$ cat src/rtl/decode_queue.sv
// RV32I(+M) instruction decoder feeding a small in-order queue of decoded entries.
// Entries are decoded on entry so the consumer sees registered, ready-to-issue fields.
module decode_queue #(
   parameter int unsigned DEPTH = 4,
   parameter int unsigned EN_M  = 0,
   parameter int unsigned CNT_W = 16
) (
   input  logic                         clk,
   input  logic                         rst,
   input  logic                         flush,
   input  logic                         in_valid,
   output logic                         in_ready,
   input  logic [31:0]                  in_inst,
   input  logic [31:0]                  in_pc,
   output logic                         out_valid,
   input  logic                         out_ready,
   output logic [31:0]                  out_pc,
   output logic [4:0]                   out_rd,
   output logic [4:0]                   out_rs1,
   output logic [4:0]                   out_rs2,
   output logic [31:0]                  out_imm,
   output logic [4:0]                   out_alu_op,
   output logic [4:0]                   out_mem_op,
   output logic                         out_wb_en,
   output logic [1:0]                   out_wb_src,
   output logic                         out_is_jump,
   output logic                         out_is_branch,
   output logic                         out_is_csr,
   output logic                         out_illegal,
   output logic [$clog2(DEPTH+1)-1:0]   count,
   output logic [CNT_W-1:0]             illegal_count
);

   localparam int unsigned AW = $clog2(DEPTH);
   localparam int unsigned CW = $clog2(DEPTH + 1);
   localparam logic [CW-1:0] FULL    = CW'(DEPTH);
   localparam logic [CW-1:0] CNT_ONE = CW'(1);
   localparam logic [AW-1:0] PTR_ONE = AW'(1);
   localparam logic [CNT_W-1:0] ILL_ONE = CNT_W'(1);

   typedef enum logic [6:0] {
      OPC_LUI    = 7'b0110111,
      OPC_AUIPC  = 7'b0010111,
      OPC_JAL    = 7'b1101111,
      OPC_JALR   = 7'b1100111,
      OPC_BRANCH = 7'b1100011,
      OPC_LOAD   = 7'b0000011,
      OPC_STORE  = 7'b0100011,
      OPC_OP_IMM = 7'b0010011,
      OPC_OP     = 7'b0110011,
      OPC_SYSTEM = 7'b1110011
   } opcode_e;

   localparam logic [4:0] ALU_ADD    = 5'd0;
   localparam logic [4:0] ALU_SUB    = 5'd1;
   localparam logic [4:0] ALU_SLL    = 5'd2;
   localparam logic [4:0] ALU_SLT    = 5'd3;
   localparam logic [4:0] ALU_SLTU   = 5'd4;
   localparam logic [4:0] ALU_XOR    = 5'd5;
   localparam logic [4:0] ALU_SRL    = 5'd6;
   localparam logic [4:0] ALU_SRA    = 5'd7;
   localparam logic [4:0] ALU_OR     = 5'd8;
   localparam logic [4:0] ALU_AND    = 5'd9;
   localparam logic [4:0] ALU_CSRSET = 5'd10;
   localparam logic [4:0] ALU_CSRCLR = 5'd11;
   localparam logic [4:0] MEM_NONE   = 5'b00010;

   typedef struct packed {
      logic [31:0] pc;
      logic [4:0]  rd;
      logic [4:0]  rs1;
      logic [4:0]  rs2;
      logic [31:0] imm;
      logic [4:0]  alu_op;
      logic [4:0]  mem_op;
      logic        wb_en;
      logic [1:0]  wb_src;
      logic        is_jump;
      logic        is_branch;
      logic        is_csr;
      logic        illegal;
   } entry_t;

   entry_t        dec;
   entry_t        head;
   entry_t        mem [DEPTH];
   logic [AW-1:0] wptr;
   logic [AW-1:0] rptr;
   logic          push;
   logic          pop;
   logic [2:0]    f3;
   logic [6:0]    f7;
   opcode_e       opc;

   assign f3  = in_inst[14:12];
   assign f7  = in_inst[31:25];
   assign opc = opcode_e'(in_inst[6:0]);

   function automatic logic [4:0] alu_of(input logic [2:0] fn, input logic alt);
      logic [4:0] r;
      case (fn)
         3'd0:    r = alt ? ALU_SUB : ALU_ADD;
         3'd1:    r = ALU_SLL;
         3'd2:    r = ALU_SLT;
         3'd3:    r = ALU_SLTU;
         3'd4:    r = ALU_XOR;
         3'd5:    r = alt ? ALU_SRA : ALU_SRL;
         3'd6:    r = ALU_OR;
         default: r = ALU_AND;
      endcase
      return r;
   endfunction

   always_comb begin
      dec        = '0;
      dec.pc     = in_pc;
      dec.rd     = in_inst[11:7];
      dec.rs1    = in_inst[19:15];
      dec.rs2    = in_inst[24:20];
      dec.mem_op = MEM_NONE;
      case (opc)
         OPC_LUI: begin
            dec.imm   = {in_inst[31:12], 12'b0};
            dec.wb_en = 1'b1;
         end
         OPC_AUIPC: begin
            dec.imm   = {in_inst[31:12], 12'b0};
            dec.wb_en = 1'b1;
         end
         OPC_JAL: begin
            dec.imm     = {{11{in_inst[31]}}, in_inst[31], in_inst[19:12],
                           in_inst[20], in_inst[30:21], 1'b0};
            dec.wb_en   = 1'b1;
            dec.is_jump = 1'b1;
         end
         OPC_JALR: begin
            dec.imm     = {{20{in_inst[31]}}, in_inst[31:20]};
            dec.wb_en   = 1'b1;
            dec.is_jump = 1'b1;
         end
         OPC_BRANCH: begin
            dec.imm       = {{19{in_inst[31]}}, in_inst[31], in_inst[7],
                             in_inst[30:25], in_inst[11:8], 1'b0};
            dec.is_branch = 1'b1;
            // BEQ/BNE compare by subtraction, BLT/BGE by SLT, BLTU/BGEU by SLTU
            case (f3[2:1])
               2'b00:   dec.alu_op = ALU_SUB;
               2'b10:   dec.alu_op = ALU_SLT;
               2'b11:   dec.alu_op = ALU_SLTU;
               default: dec.illegal = 1'b1;
            endcase
         end
         OPC_LOAD: begin
            dec.imm    = {{20{in_inst[31]}}, in_inst[31:20]};
            dec.wb_en  = 1'b1;
            dec.wb_src = 2'd1;
            dec.mem_op = {2'b01, ~f3[2], f3[1:0]};
            dec.illegal = (f3 == 3'd3) || (f3 == 3'd6) || (f3 == 3'd7);
         end
         OPC_STORE: begin
            dec.imm     = {{20{in_inst[31]}}, in_inst[31:25], in_inst[11:7]};
            dec.mem_op  = {2'b10, 1'b0, f3[1:0]};
            dec.illegal = (f3 > 3'd2);
         end
         OPC_OP_IMM: begin
            dec.wb_en = 1'b1;
            if (f3 == 3'd1 || f3 == 3'd5) begin
               dec.imm     = {27'b0, in_inst[24:20]};
               dec.alu_op  = alu_of(f3, f7[5]);
               dec.illegal = (f3 == 3'd1) ? (f7 != 7'b0)
                                          : (f7 != 7'b0 && f7 != 7'b0100000);
            end else begin
               dec.imm    = {{20{in_inst[31]}}, in_inst[31:20]};
               dec.alu_op = alu_of(f3, 1'b0);
            end
         end
         OPC_OP: begin
            dec.wb_en = 1'b1;
            if (f7 == 7'b0000001) begin
               dec.alu_op  = {2'b10, f3};
               dec.illegal = (EN_M == 0);
            end else begin
               dec.alu_op  = alu_of(f3, f7[5]);
               dec.illegal = !((f7 == 7'b0) ||
                               (f7 == 7'b0100000 && (f3 == 3'd0 || f3 == 3'd5)));
            end
         end
         OPC_SYSTEM: begin
            dec.imm = {27'b0, in_inst[19:15]};
            if (f3 != 3'd0) begin
               dec.is_csr = 1'b1;
               dec.wb_en  = 1'b1;
               dec.wb_src = 2'd2;
               case (f3[1:0])
                  2'b10:   dec.alu_op = ALU_CSRSET;
                  2'b11:   dec.alu_op = ALU_CSRCLR;
                  default: dec.alu_op = ALU_ADD;
               endcase
            end
         end
         default: dec.illegal = 1'b1;
      endcase
      if (dec.illegal) begin
         dec.wb_en     = 1'b0;
         dec.wb_src    = 2'd0;
         dec.mem_op    = MEM_NONE;
         dec.alu_op    = ALU_ADD;
         dec.is_jump   = 1'b0;
         dec.is_branch = 1'b0;
         dec.is_csr    = 1'b0;
      end
   end

   assign in_ready  = (count < FULL);
   assign out_valid = (count != '0);
   assign push      = in_valid && in_ready && !flush;
   assign pop       = out_valid && out_ready && !flush;

   always_ff @(posedge clk) begin
      if (push) mem[wptr] <= dec;
   end

   always_ff @(posedge clk) begin
      if (rst || flush) begin
         wptr  <= '0;
         rptr  <= '0;
         count <= '0;
      end else begin
         if (push) wptr <= wptr + PTR_ONE;
         if (pop)  rptr <= rptr + PTR_ONE;
         case ({push, pop})
            2'b10:   count <= count + CNT_ONE;
            2'b01:   count <= count - CNT_ONE;
            default: count <= count;
         endcase
      end
   end

   always_ff @(posedge clk) begin
      if (rst) illegal_count <= '0;
      else if (push && dec.illegal && illegal_count != '1)
         illegal_count <= illegal_count + ILL_ONE;
   end

   assign head          = out_valid ? mem[rptr] : '0;
   assign out_pc        = head.pc;
   assign out_rd        = head.rd;
   assign out_rs1       = head.rs1;
   assign out_rs2       = head.rs2;
   assign out_imm       = head.imm;
   assign out_alu_op    = head.alu_op;
   assign out_mem_op    = head.mem_op;
   assign out_wb_en     = head.wb_en;
   assign out_wb_src    = head.wb_src;
   assign out_is_jump   = head.is_jump;
   assign out_is_branch = head.is_branch;
   assign out_is_csr    = head.is_csr;
   assign out_illegal   = head.illegal;

endmodule
$ cat config.mk
export PLATFORM = sky130hd
export DESIGN_NAME = decode_queue
export DESIGN_NICKNAME = d
export VERILOG_FILES = /design/src/rtl/decode_queue.sv
export SDC_FILE = /design/constraint.sdc
export NUM_CORES = 1
export LEC_CHECK = 0
export CORE_AREA = 2 2 160 202
export CTS_CLUSTER_SIZE = 28
export DETAILED_ROUTE_END_ITERATION = 12
export DIE_AREA = 0 0 162 204
export GPL_TIMING_DRIVEN = 0
export PLACE_DENSITY = 0.76
export SETUP_SLACK_MARGIN = 0.02
export SYNTH_ARGS = -nofsm -noshare
export SYNTH_HDL_FRONTEND = slang
export SYNTH_SLANG_ARGS = --single-unit
$ cat constraint.sdc
create_clock -name clk -period 4.42 [get_ports clk]
set_input_delay 0.884 -clock clk [delete_from_list [all_inputs] [get_ports clk]]
set_output_delay 0.884 -clock clk [all_outputs]
set_load 0.01 [all_outputs]
==> results of run 1 <==
==> cell usage after synthesis, types with 2 or more instances <==
| cell | number | area (um^2) |
|---|---|---|
| nor2_1 | 27 | 101 |
| a222oi_1 | 4 | 40.0 |
| a2111oi_0 | 2 | 17.5 |
| a21o_1 | 20 | 150 |
| and4_1 | 2 | 17.5 |
| nor4_1 | 3 | 18.8 |
| or4_1 | 14 | 105 |
| and3_1 | 11 | 68.8 |
| buf_2 | 16 | 80.1 |
| xor2_1 | 4 | 35.0 |
| nand4_1 | 3 | 18.8 |
| a211o_1 | 3 | 26.3 |
| nor2b_1 | 9 | 56.3 |
| dfxtp_1 | 25 | 500 |
| xnor2_1 | 2 | 17.5 |
| clkbuf_1 | 31 | 116 |
| mux4_2 | 96 | 2160 |
| nor3_1 | 3 | 15.0 |
| o21ai_0 | 14 | 70.1 |
| inv_1 | 18 | 67.6 |
| and2_1 | 99 | 619 |
| a41o_1 | 2 | 20.0 |
| a21oi_1 | 24 | 120 |
| buf_6 | 3 | 33.8 |
| ha_1 | 6 | 75.1 |
| or3_1 | 3 | 18.8 |
| edfxtp_1 | 384 | 11500 |
| nand3_1 | 14 | 70.1 |
| buf_4 | 2 | 15.0 |
| a31oi_1 | 3 | 18.8 |
| o31ai_1 | 14 | 105 |
| nand2_1 | 18 | 67.6 |
==> registers in the layout (all words and copies together) (netlist names), named ones only <==
signal,cells
illegal_count,16
mem,384
wptr,2
rptr,2
count,3
==> path summary, 6_finish.rpt <==
kind | start | to | cells past startpoint
max reg2reg | count[0]$_SDFFE_PP0P_ | count[2]$_SDFFE_PP0P_ | 9
min | illegal_count[8]$_SDFFE_PP0P_ | illegal_count[8]$_SDFFE_PP0P_ | 2
min reg2reg | illegal_count[8]$_SDFFE_PP0P_ | illegal_count[8]$_SDFFE_PP0P_ | 2
max | flop | out_pc[6] | 6
==> final cells by class <==
class,instances,area share (%)
sequential,409,59.3
inverter,18,0.333
tap,412,2.54
timing repair buffer,186,9.52
buffer,52,1.21
clock buffer,50,5.22
multi-input combinational,428,21.2
clock inverter,18,0.697
==> report_power, final <==
group | switching [mW] | internal, mW
clock network | 1.33 | 1.81
registers | 0.0156 | 4.28
logic | 0.203 | 0.205
total | 1.55 | 6.30
==> routing by layer <==
metal | up-vias | global-route usage, % | wire [um]
met5 | - | 0 | 13
met4 | 2 | 6.64 | 730
met3 | 45 | 4.38 | 2400
met2 | 347 | 36.5 | 17700
met1 | 4619 | 27.4 | 13600
li1 | 4072 | - | -
==> worst min-delay path, delay by kind of cell, from the launching register on <==
kind | cells | cell delay (ns)
flops | 1 | 0.32
compound gates | 2 | 0.13
==> through the flow <==
| stage | power [mW] | cells |
|---|---|---|
| after floorplan | 4.56 | 907 |
| after global routing | 8.10 | 1573 |
| after detailed placement | 4.79 | 1505 |
| final | 7.85 | 1573 |
| after global placement | 4.78 | 1501 |
| after CTS | 7.92 | 1573 |
==> repair_timing <==
| item | in CTS | in global routing |
|---|---|---|
| resized for setup | 0 | 2 |
| buffers inserted | 0 | 0 |
| hold buffers | 0 | 0 |
| endpoints found under the setup margin | 0 | 2 |
==> logic make-up after synthesis <==
group,Yosys count
flops,409
simple gates,219
other cells,1
buf+inv,70
mux,96
xor+xnor,6
fa+ha+maj,7
compound gates,96
==> layout by cell type (no fill, tap or decap), drive strengths merged, types with 3 or more instances in the layout <==
master           n
a211o            3
a21o            20
a21oi           24
a222oi           4
a31oi            3
and2            99
and3            12
and4             3
buf             25
clkbuf          81
clkdlybuf4s50  182
clkinv          14
conb             4
dfxtp           25
edfxtp         384
ha               6
inv             19
mux4            96
nand2           18
nand3           15
nand4            3
nor2            27
nor2b           10
nor3             3
nor4             3
o21ai           14
o31ai           14
or3              3
or4             14
xor2             4
==> results.yml, run 1 <==
outcome:
  outcome: "finished clean"
drt:
  route.vias.total: 9085
  ant_nets: 0
  viasPerCell: 5.78
  drc: 0
  drt-initial-drc-count: 595
  dr.pass1.iters: 5
  routed_wl_um: 34500
  post_drt_wl_per_cell_um: 21.9
sta:
  slew_violations: 0
  fmax_ghz: 0.233
  setup_violations: 0
  timing.setup.tns_ns: 0
  whs_ns: 0.494
  tightestPinTransition_ns: 1.20
  rsz0062_at_grt: "yes"
  hold_viol_final: 0
  min_period_ns: 4.29
  fin_skew_ns: 0.0142
  min_period_over_period_pct: 97.1
  timing.slew.headroom_pct: 18.1
  layout_setup_ws_ns: 0.130
synth:
  synth_cell_type_count: 57
  ys_warn_count: 0
  yosys.area_share.simple_pct: 7.83
  ys_ff_latch: 409
  synth_xor_area_share_pct: 0.316
  synth_async_sr_flop_share_pct: 0
  yosys.area_share.adder_pct: 0.572
  synthCells: 904
  synth-compound-area-share_pct: 3.95
  synth_mux_area_share_pct: 13.0
  synth_top_family_by_area: "multiplexers"
  netlist_area_um2: 16600
  synth.avg_cell_area_um2: 18.4
  ys.flop_type: "edfxtp_1"
  synth_edf_count: 384
  yosysSeqAreaShare_pct: 72.4
cts:
  cts_sinks: 409
  cts_tree: "built"
  clk_pin_slew_worst_paths_ns: 0.06
  cts_root_buf: "clkbuf_16"
  clk_latency_ns: 0.53
  clock_path_buffers: 3
  htreeDepth: 2
  numCtsBuffers: 39
critical_path:
  worstPathRequired_ns: 3.54
  worstSetupPathType: "flop to output pin"
  endpoint_kind: "output pin"
  worst_path_most_repeated_cell: "clkbuf_1"
  worstPathCellList: "clkbuf_1 > clkbuf_1 > clkbuf_1 > mux4_2 > and2_1 > clkdlybuf4s50_1"
  crit_arrival_ns: 3.41
  crit_path_max_incr_delay_ns: 0.57
  cp_top_family: "buffers and inverters"
  r2r_slack_ns: 1.70
  critPathBufInv: 4
  slowest_stage: "clkbuf_1"
  worstSetupStartpointType: "flop"
  crit_path_max_fanout: 10
power:
  vdd_ir_drop_max_mv: 0.319
  p_leak_nw: 6.27
  p_per_area_nw_per_um2: 387
floorplan:
  fp.dieW_um: 162
  core_area_um2: 31200
  die_h_um: 204
  num_rows: 73
  die_area_um2: 33000
  io_pins: 186
  start_util_pct: 53.2
cells_and_area:
  multi_input_area_um2: 4300
  drive_gt1_share_pct: 16.1
  fin_util_pct: 65.0
  fill_cells: 2222
  synthToLayoutAreaGrowth_pct: 22.2
  final-seq-area_um2: 12000
  stdcell_area_um2: 20300
  nNetsFinal: 1210
  diodes: 0
placement:
  placed_area_um2: 19100
  gp_congestion: 0.854
  portBuffers: 182
  post-place-ws_ns: 0.488
  hpwl_um: 22500
global_routing:
  antenna_found_initial: 2
  gr-usage-all-layers_pct: 21.2
  grt_pass1_wl_um: 53000
  first_global_vias: 9336
  grt-ovfl-total: 0
  grt_max_degree: 54
flow_run:
  maxCapViolCount: 0
worst_hold_path:
  min_path_type: "flop to flop"
Note: power is estimated with default switching activity, not from simulation.
==> inputs of run 2 (changes only) <==
--- a/config.mk
+++ b/config.mk
@@ -5,12 +5,12 @@
 export SDC_FILE = /design/constraint.sdc
 export NUM_CORES = 1
 export LEC_CHECK = 0
-export CORE_AREA = 2 2 160 202
+export CORE_AREA = 2 2 230 141
 export CTS_CLUSTER_SIZE = 28
 export DETAILED_ROUTE_END_ITERATION = 12
-export DIE_AREA = 0 0 162 204
+export DIE_AREA = 0 0 232 143
 export GPL_TIMING_DRIVEN = 0
-export PLACE_DENSITY = 0.76
+export PLACE_DENSITY = 0.77
 export SETUP_SLACK_MARGIN = 0.02
 export SYNTH_ARGS = -nofsm -noshare
 export SYNTH_HDL_FRONTEND = slang
==> results.yml, run 2 (synthesized netlist as in run 1, its figures left out) <==
floorplan:
  start_util_pct: 53.7
  num_rows: 50
  die_h_um: 143
  die_area_um2: 33200
  core_area_um2: 31000
  fp.dieW_um: 232
  io_pins: 186
drt:
  route.vias.total: 9373
  drc: 0
  viasPerCell: 5.94
  routed_wl_um: 37700
  drt-initial-drc-count: 1065
  post_drt_wl_per_cell_um: 23.9
  ant_nets: 0
  dr.pass1.iters: 5
sta:
  timing.setup.tns_ns: 0
  rsz0062_at_grt: "no"
  hold_viol_final: 0
  slew_violations: 0
  whs_ns: 0.503
  fmax_ghz: 0.242
  tightestPinTransition_ns: 1.00
  timing.slew.headroom_pct: 32.7
  setup_violations: 0
  fin_skew_ns: 0.0236
  min_period_over_period_pct: 93.5
  layout_setup_ws_ns: 0.287
  min_period_ns: 4.13
critical_path:
  r2r-end: "count[2]$_SDFFE_PP0P_"
  worstPathCellList: "clkbuf_1 > buf_2 > buf_2 > mux4_2 > and2_1 > clkdlybuf4s50_1"
  cp_top_family: "buffers and inverters"
  crit_path_max_fanout: 10
  endpoint_kind: "output pin"
  worstSetupPathType: "flop to output pin"
  critPathBufInv: 4
  worstPathRequired_ns: 3.54
  r2r_slack_ns: 1.86
  crit_arrival_ns: 3.25
  crit_path_max_incr_delay_ns: 0.58
  rr_startpoint: "count[0]$_SDFFE_PP0P_"
  worstSetupStartpointType: "flop"
  slowest_stage: "mux4_2"
  worstRegToRegCells: 9
  worst_path_most_repeated_cell: "buf_2"
cts:
  numCtsBuffers: 39
  clk_pin_slew_worst_paths_ns: 0.06
  cts_sinks: 409
  cts_tree: "built"
  clk_latency_ns: 0.53
  postCtsSetupBuffers: 0
  cts_root_buf: "clkbuf_16"
  ctsHoldBuffers: 0
  clock_path_buffers: 3
  htreeDepth: 2
power:
  p_leak_nw: 6.26
  vdd_ir_drop_max_mv: 0.248
  total_power_mw: 7.78
  p_per_area_nw_per_um2: 384
placement:
  portBuffers: 182
  gp_congestion: 0.937
  post-place-ws_ns: 0.348
  placed_area_um2: 19100
  place_inst: 1509
  hpwl_um: 24700
cells_and_area:
  fill_cells: 2121
  stdcell_area_um2: 20300
  drive_gt1_share_pct: 16.1
  final_common_cell: "edfxtp_1"
  stdcell_count: 1578
  final_cell_mix: "384 x edfxtp_1, 182 x clkdlybuf4s50_1, 99 x and2_1"
  regMostFlops: "mem"
  synthToLayoutAreaGrowth_pct: 21.9
  fin_util_pct: 65.4
  largest_reg_flops: 384
  reg.largest.list: "mem x384, illegal_count x16, count x3"
  nNetsFinal: 1211
global_routing:
  grt_pass1_wl_um: 56600
  gr-usage-all-layers_pct: 22.9
  grt_max_degree: 57
  grt-ovfl-total: 0
  first_global_vias: 9241
  antenna_found_initial: 0
worst_hold_path:
  hp-start: "wptr[1]$_SDFFE_PP0P_"
  min_path_type: "flop to flop"
  min_delay_path_depth: 2
  min_to: "wptr[1]$_SDFFE_PP0P_"
outcome:
  outcome: "finished clean"
flow_run:
  maxCapViolCount: 0
-- run 2: timing repair --
item | 4_1_cts | 5_1_grt
endpoints found under the setup margin | 0 | 32
endpoints found under the hold margin | 0 | 0
gates resized for setup | 0 | 8
-- run 2: where the power goes --
group	internal [mW]	leakage, nW	switching [mW]
combinational	0.205	2.29	0.214
sequential	4.28	3.43	0.0172
clock	1.69	0.549	1.37
total	6.17	6.26	1.60
-- run 2: worst max path at each step --
| stage | start | endpoint | slack [ns] | cells after the start |
|---|---|---|---|---|
| after floorplan | flush | mem[0][0]$_DFFE_PP_ | 0.61 | 2 |
| after global placement | flush | mem[0][84]$_DFFE_PP_ | -1.54 | 3 |
| after detailed placement | in_inst[31] | mem[0][9]$_DFFE_PP_ | 0.35 | 6 |
| after CTS | flop | out_rd[4] | 0.05 | 6 |
| after global routing | flop | out_rd[4] | 0.07 | 6 |
| final | flop | out_rd[4] | 0.29 | 6 |
-- run 2: final cells by class --
cell class | count | area, um^2 | area share [%]
Multi-Input combinational cell | 428 | 4300 | 21.2
Tap cell | 416 | 520 | 2.57
Inverter | 18 | 67.6 | 0.334
Antenna cell | 1 | 2.50 | 0.0124
Clock inverter | 18 | 121 | 0.599
Sequential cell | 409 | 12000 | 59.4
Buffer | 52 | 250 | 1.24
Timing Repair Buffer | 187 | 1940 | 9.60
Clock buffer | 49 | 1010 | 5.00
-- run 2: routing by layer --
layer  up-vias  global-route usage (%)  part of all wire, %
met1      4827                    35.2                   44
met3        57                    4.43                  8.1
li1       4082                       -                    -
met4         0                    6.34                  2.1
met2       407                    33.9                   46
met5         -                       0                    0
-- run 2: tightest hold or removal path, delay by kind of cell (launching register included) --
kind,cells,cell delay [ns]
AO/OA/AOI/OAI,1,0.05
flip-flops,1,0.34
AND/OR/NAND/NOR,1,0.07
==> inputs of run 3 (changes only) <==
--- a/config.mk
+++ b/config.mk
@@ -5,6 +5,7 @@
 export SDC_FILE = /design/constraint.sdc
 export NUM_CORES = 1
 export LEC_CHECK = 0
+export ABC_CLOCK_PERIOD_IN_PS = 4420
 export CORE_AREA = 2 2 230 141
 export CTS_CLUSTER_SIZE = 28
 export DETAILED_ROUTE_END_ITERATION = 12
@@ -12,6 +13,7 @@
 export GPL_TIMING_DRIVEN = 0
 export PLACE_DENSITY = 0.77
 export SETUP_SLACK_MARGIN = 0.02
+export SKIP_LAST_GASP = 1
 export SYNTH_ARGS = -nofsm -noshare
 export SYNTH_HDL_FRONTEND = slang
 export SYNTH_SLANG_ARGS = --single-unit
==> results of run 3 <==
No change in the layout: final DEF, timing and power equal those of run 2.
